==> src/rtl/ham_secded_decoder_pipe.sv <==
// ham_secded_decoder_pipe
//   Two-stage pipelined extended-Hamming SECDED decoder with valid/ready
//   handshakes on both sides. It corrects single-bit errors, including an
//   error in the overall parity bit, and flags double-bit errors.
//
//   Parameters:
//     R      number of Hamming parity bits (R >= 3)
//     CNT_W  error counter width (used only when HAM_ERR_CNT_EN is defined)
//     N      derived, 2**R-1: Hamming length without the overall parity bit
//     K      derived, N-R: number of data bits
//
//   Ports:
//     clk, rst_n            clock and synchronous active-low reset
//     in_valid / in_ready   input handshake
//     in_code[N:0]          [N-1:0] Hamming word (index j = position j+1),
//                           [N] overall parity
//     out_valid / out_ready output handshake
//     out_data[K-1:0]       corrected data (out_data[0] comes from index 2)
//     out_syn[R-1:0]        syndrome
//     out_sgl_err           single error corrected
//     out_dbl_err           uncorrectable double error
//
//   Optional macro HAM_ERR_CNT_EN adds these ports:
//     cnt_clr               clear both counters (wins over an increment)
//     corr_cnt              saturating count of single-error handshakes
//     uncorr_cnt            saturating count of double-error handshakes
module ham_secded_decoder_pipe #(
  parameter  int unsigned R     = 4,
  parameter  int unsigned CNT_W = 16,
  localparam int unsigned N     = (1 << R) - 1,
  localparam int unsigned K     = N - R
) (
  input  logic         clk,
  input  logic         rst_n,
  input  logic         in_valid,
  output logic         in_ready,
  input  logic [N:0]   in_code,
  output logic         out_valid,
  input  logic         out_ready,
  output logic [K-1:0] out_data,
  output logic [R-1:0] out_syn,
  output logic         out_sgl_err,
  output logic         out_dbl_err
`ifdef HAM_ERR_CNT_EN
  ,
  input  logic             cnt_clr,
  output logic [CNT_W-1:0] corr_cnt,
  output logic [CNT_W-1:0] uncorr_cnt
`endif
);

  // Stage 1: raw word, syndrome and overall parity check
  logic         r_s1_valid;
  logic [N:0]   r_s1_code;
  logic [R-1:0] r_s1_syn;
  logic         r_s1_par;

  // Stage 2: registered outputs
  logic         r_s2_valid;
  logic [K-1:0] r_s2_data;
  logic [R-1:0] r_s2_syn;
  logic         r_s2_sgl;
  logic         r_s2_dbl;

  logic         w_s2_adv;
  logic [R-1:0] w_syn;
  logic         w_par;
  logic         w_corr;
  logic [N-1:0] w_fixed;
  logic [K-1:0] w_data;
  logic         w_sgl;
  logic         w_dbl;

  // Stage 2 can take new contents when empty or being drained this cycle;
  // stage 1 can then accept whenever it is empty or stage 2 can take it.
  assign w_s2_adv = !r_s2_valid || out_ready;
  assign in_ready = !r_s1_valid || w_s2_adv;

  always_comb begin
    w_syn = '0;
    for (int unsigned j = 0; j < N; j++) begin
      for (int unsigned i = 0; i < R; i++) begin
        if ((((j + 1) >> i) & 1) != 0) begin
          w_syn[i] = w_syn[i] ^ in_code[j];
        end
      end
    end
  end

  assign w_par = ^in_code;

  // Overall parity odd means a single error; when the syndrome is zero that
  // error sits in the overall parity bit and the Hamming word is untouched.
  assign w_corr = r_s1_par && (r_s1_syn != '0);
  assign w_sgl  = r_s1_par;
  assign w_dbl  = !r_s1_par && (r_s1_syn != '0);

  always_comb begin
    w_fixed = '0;
    for (int unsigned j = 0; j < N; j++) begin
      w_fixed[j] = r_s1_code[j] ^ (w_corr && (r_s1_syn == R'(j + 1)));
    end
  end

  // Data bits are every position that is not a power of two, in order.
  always_comb begin
    int unsigned k;
    k      = 0;
    w_data = '0;
    for (int unsigned j = 0; j < N; j++) begin
      if (((j + 1) & j) != 0) begin
        w_data[k] = w_fixed[j];
        k         = k + 1;
      end
    end
  end

  always_ff @(posedge clk) begin
    if (!rst_n) begin
      r_s1_valid <= 1'b0;
      r_s1_code  <= '0;
      r_s1_syn   <= '0;
      r_s1_par   <= 1'b0;
      r_s2_valid <= 1'b0;
      r_s2_data  <= '0;
      r_s2_syn   <= '0;
      r_s2_sgl   <= 1'b0;
      r_s2_dbl   <= 1'b0;
    end else begin
      if (in_ready) begin
        r_s1_valid <= in_valid;
        r_s1_code  <= in_code;
        r_s1_syn   <= w_syn;
        r_s1_par   <= w_par;
      end
      if (w_s2_adv) begin
        r_s2_valid <= r_s1_valid;
        r_s2_data  <= w_data;
        r_s2_syn   <= r_s1_syn;
        r_s2_sgl   <= w_sgl;
        r_s2_dbl   <= w_dbl;
      end
    end
  end

  assign out_valid   = r_s2_valid;
  assign out_data    = r_s2_data;
  assign out_syn     = r_s2_syn;
  assign out_sgl_err = r_s2_sgl;
  assign out_dbl_err = r_s2_dbl;

`ifdef HAM_ERR_CNT_EN
  logic             w_out_hs;
  logic [CNT_W-1:0] r_corr_cnt;
  logic [CNT_W-1:0] r_uncorr_cnt;

  assign w_out_hs = r_s2_valid && out_ready;

  always_ff @(posedge clk) begin
    if (!rst_n || cnt_clr) begin
      r_corr_cnt   <= '0;
      r_uncorr_cnt <= '0;
    end else begin
      if (w_out_hs && r_s2_sgl && (r_corr_cnt != '1)) begin
        r_corr_cnt <= r_corr_cnt + 1'b1;
      end
      if (w_out_hs && r_s2_dbl && (r_uncorr_cnt != '1)) begin
        r_uncorr_cnt <= r_uncorr_cnt + 1'b1;
      end
    end
  end

  assign corr_cnt   = r_corr_cnt;
  assign uncorr_cnt = r_uncorr_cnt;
`endif

endmodule

==> config.mk <==
export PLATFORM = sky130hd
export DESIGN_NAME = ham_secded_decoder_pipe
export DESIGN_NICKNAME = d
export VERILOG_FILES = /design/src/rtl/ham_secded_decoder_pipe.sv
export SDC_FILE = /design/constraint.sdc
export NUM_CORES = 1
export LEC_CHECK = 0
export ABC_AREA = 1
export BUFFER_PORTS_ARGS = -buffer_cell sky130_fd_sc_hd__buf_2
export CAP_MARGIN = 15
export CORE_MARGIN = 2
export CORE_UTILIZATION = 35
export DETAILED_ROUTE_END_ITERATION = 10
export HOLD_SLACK_MARGIN = 0.02
export PLACE_DENSITY = 0.64
export RECOVER_POWER = 50
export SLEW_MARGIN = 20
export SYNTH_ARGS = -nofsm -noshare
export SYNTH_HDL_FRONTEND = slang
export SYNTH_SLANG_ARGS = --single-unit
==> constraint.sdc <==
create_clock -name clk -period 1.45 [get_ports clk]
set_input_delay 0.0725 -clock clk [delete_from_list [all_inputs] [get_ports clk]]
set_output_delay 0.0725 -clock clk [all_outputs]
set_load 0.01 [all_outputs]
==> metrics <==
outcome=complete, no violations; Final Hold Vio Count=0; Die Ht=80.4 microns; # resized after CTS=0; post-synthesis adder-cell area fraction=0%; Max Fclk=788 MHz; prevailing post-synth register cell=dfxtp_1; H-tree depth=2; Async SR Flop Fraction=0%; Routed wire per std cell=10.6 microns; cell taking the most area after synthesis=dfxtp_1; synth cell count leaders=nand2_1 (102), inv_1 (39), dfxtp_1 (35), o21ai_0 (26), a21oi_1 (24); global-route wire length before repair=7440 microns; met1 WL=2280 microns; top cells by area, synth=dfxtp_1 (34%), nand2_1 (19%), inv_1 (7.2%), o21ai_0 (6.4%), xnor2_1 (6.0%); Die ar.=6460 sq um; Synth Area in XOR/XNOR=9.80%; Clock Sinks=35; Clk network pwr share=30.2%; Ys Warns=0; post-route setup TNS=0 ps; Pre-antenna DRT Iters=4; PortBufs=38; Final Cycle Share=87.5%; Via Count=1,953; worst slew pin tran=249 ps; sequential fraction of the synthesis area=34.3%; Synth top area share=34.3%; vias in the first global route=1,667; final wirelength=4480 microns; hold wc startpoint=in_code[9]; Crit path arrival time=1440 ps; cells after synthesis=314; post-synthesis register bit count=35; Combinational Power Share=22.1%; Setup violations, final=0; share of cells above drive strength 1=11.6%; Worst-path clk slew=70 ps; initial antenna violation count=0; max-slew violations=0; met3 WL=243 microns; startpoint types=register; FP Rows=27; simple-gate share of the synthesized area=29.6%; ANT cells=0; Root Buffer Master=clkbuf_8; Synth Area in Compound Gates=15.2%; VDD IR max=0.448 mV; drt first-iter violations=125; switch share=30.6%; CTS Buffer Depth=2; final setup skew=6.90 ps; GRT Util Overall=14.8%; Met2 Wirelength=1880 microns; CTS Buf Count=5; core area=5570 sq um; Hold Crit Class=primary input to register; Final min period=1270 ps; Mapped Area=2040 sq um; initial core utilization=36.7%; Yosys cell types=29; top sig layer=met4; postcts setup bufs=0; Avg Cell Area, Syn=6.51 sq um; Worst setup startpoint=out_valid; area grow syn2layout=15.0%; largest net degree at the start of global routing=27; Vias/cell=4.61; Worst Path Required=1620 ps; LEAKAGE=0.00120 uW; Setup CP Type=register to register; chip width=80.4 microns; RSZ-0062 raised after global routing=no; crit path max fanout=26; DP Wirelength=3530 microns; main combinational cell family by area after synthesis=simple AND/OR/NAND/NOR gates; drt drc=0; sequential share of power=47.7%; Cell Pwr Density=987 nW/um^2; ANT nets after route=0; MaxCap Viol Count=0; io pins=39; Final #Nets=372; synthesized net count=334; NetSw=711 uW; Total Power=2320 uW; relative slew slack=83.4%; CP endpoint kind=register; CTS tree=done; cell with the most instances after synthesis=nand2_1; Pint=1610 uW; insertion delay to the later sink of the worst-skew pair=290 ps; grt ovf=0; post-synthesis mux area share=0%; r2r startpoint=out_valid; Post-synth EDFFs=0; final core utilization=42.2%; Routability Congestion=0.836
## critical path, stage by stage (launching register included)
cell,delay [ps]
dfxtp_1,320
inv_1,60
nor2_4,150
inv_1,100
clkbuf_4,240
o21ai_0,220
a21oi_1,60
## stage by stage
step | hold WS, ps | std cells | worst slack, ps | cell area (sq um)
finish | 81.9 | 424 | 181 | 2350
global route | 78.5 | 424 | 3.40 | 2350
CTS | 73.0 | 424 | 169 | 2390
detailed placement | 310 | 416 | 189 | 2290
global placement | 303 | 416 | 251 | 2290
floorplan | 196 | 314 | 254 | 2040
## final timing paths
check | to | cells after the start | slack, ps
worst max register to register | out_syn[2] | 6 | 180
worst min register to register | out_dbl_err | 2 | 470
worst min-delay path | r_s1_code[9] | 3 | 80
worst max-delay path | out_syn[2] | 6 | 180
## kinds of logic after synthesis
| group | after synthesis |
|---|---|
| DFF | 35 |
| AOI/OAI and AO/OA | 59 |
| buffers and inverters | 52 |
| and+or+nand+nor | 146 |
| xor gates and xnor gates | 22 |
## layer usage
metal	vias up	GRT usage, %
li1	1058	-
met1	829	20.3
met2	57	22.8
met3	9	3.03
met4	0	5.59
met5	-	0
## registers in the layout, summed over array words and instances (netlist names)
signal       count
out_sgl_err      1
r_s1_syn         4
out_syn          4
out_dbl_err      1
r_s1_code       11
out_valid        1
out_data        11
r_s1_par         1
r_s1_valid       1
## final cells by class
type | instances | area [sq um]
clock buffer | 6 | 82.6
clock inverter | 1 | 5.00
fill | 592 | 3220
inverter | 40 | 150
multi-input combinational | 227 | 1120
sequential | 35 | 701
tap | 72 | 90.1
timing repair buffer | 43 | 204
## repair_timing
| item | in CTS | in global routing |
|---|---|---|
| hold buffers | 1 | 0 |
| setup endpoints to repair | 0 | 0 |
| endpoints found under the hold margin | 1 | 0 |
## cell usage in the layout, fill, tap and decap left out
cell             n
o21ai_1          2
buf_4            2
buf_2           20
xnor2_1         14
o221ai_1         1
nor3_2           1
or2_2            2
o21ai_0         26
nor2_4           1
nand4_1          3
nor2_1          19
clkbuf_1        19
inv_2            1
nand3b_1         1
o21a_1           1
clkbuf_4         1
nand3_1         11
inv_1           39
xor2_1           7
clkbuf_8         6
o21bai_1         2
a211oi_1         1
dlygate4sd3_1    1
a21oi_1         24
nand2_2          5
dfxtp_1         35
xnor2_2          1
clkinv_2         1
nand2_1        102
a31oi_1          2
nor3_1           1
## power by group through the flow
stage	registers [uW]	clock network, uW	logic, uW
6_report	1110	701	514
5_1_grt	1120	763	592
4_1_cts	1100	720	534
3_5_place_dp	1130	0	529
3_3_place_gp	1130	0	522
2_1_floorplan	1130	0	361
Power figures use the tool's default switching activity.
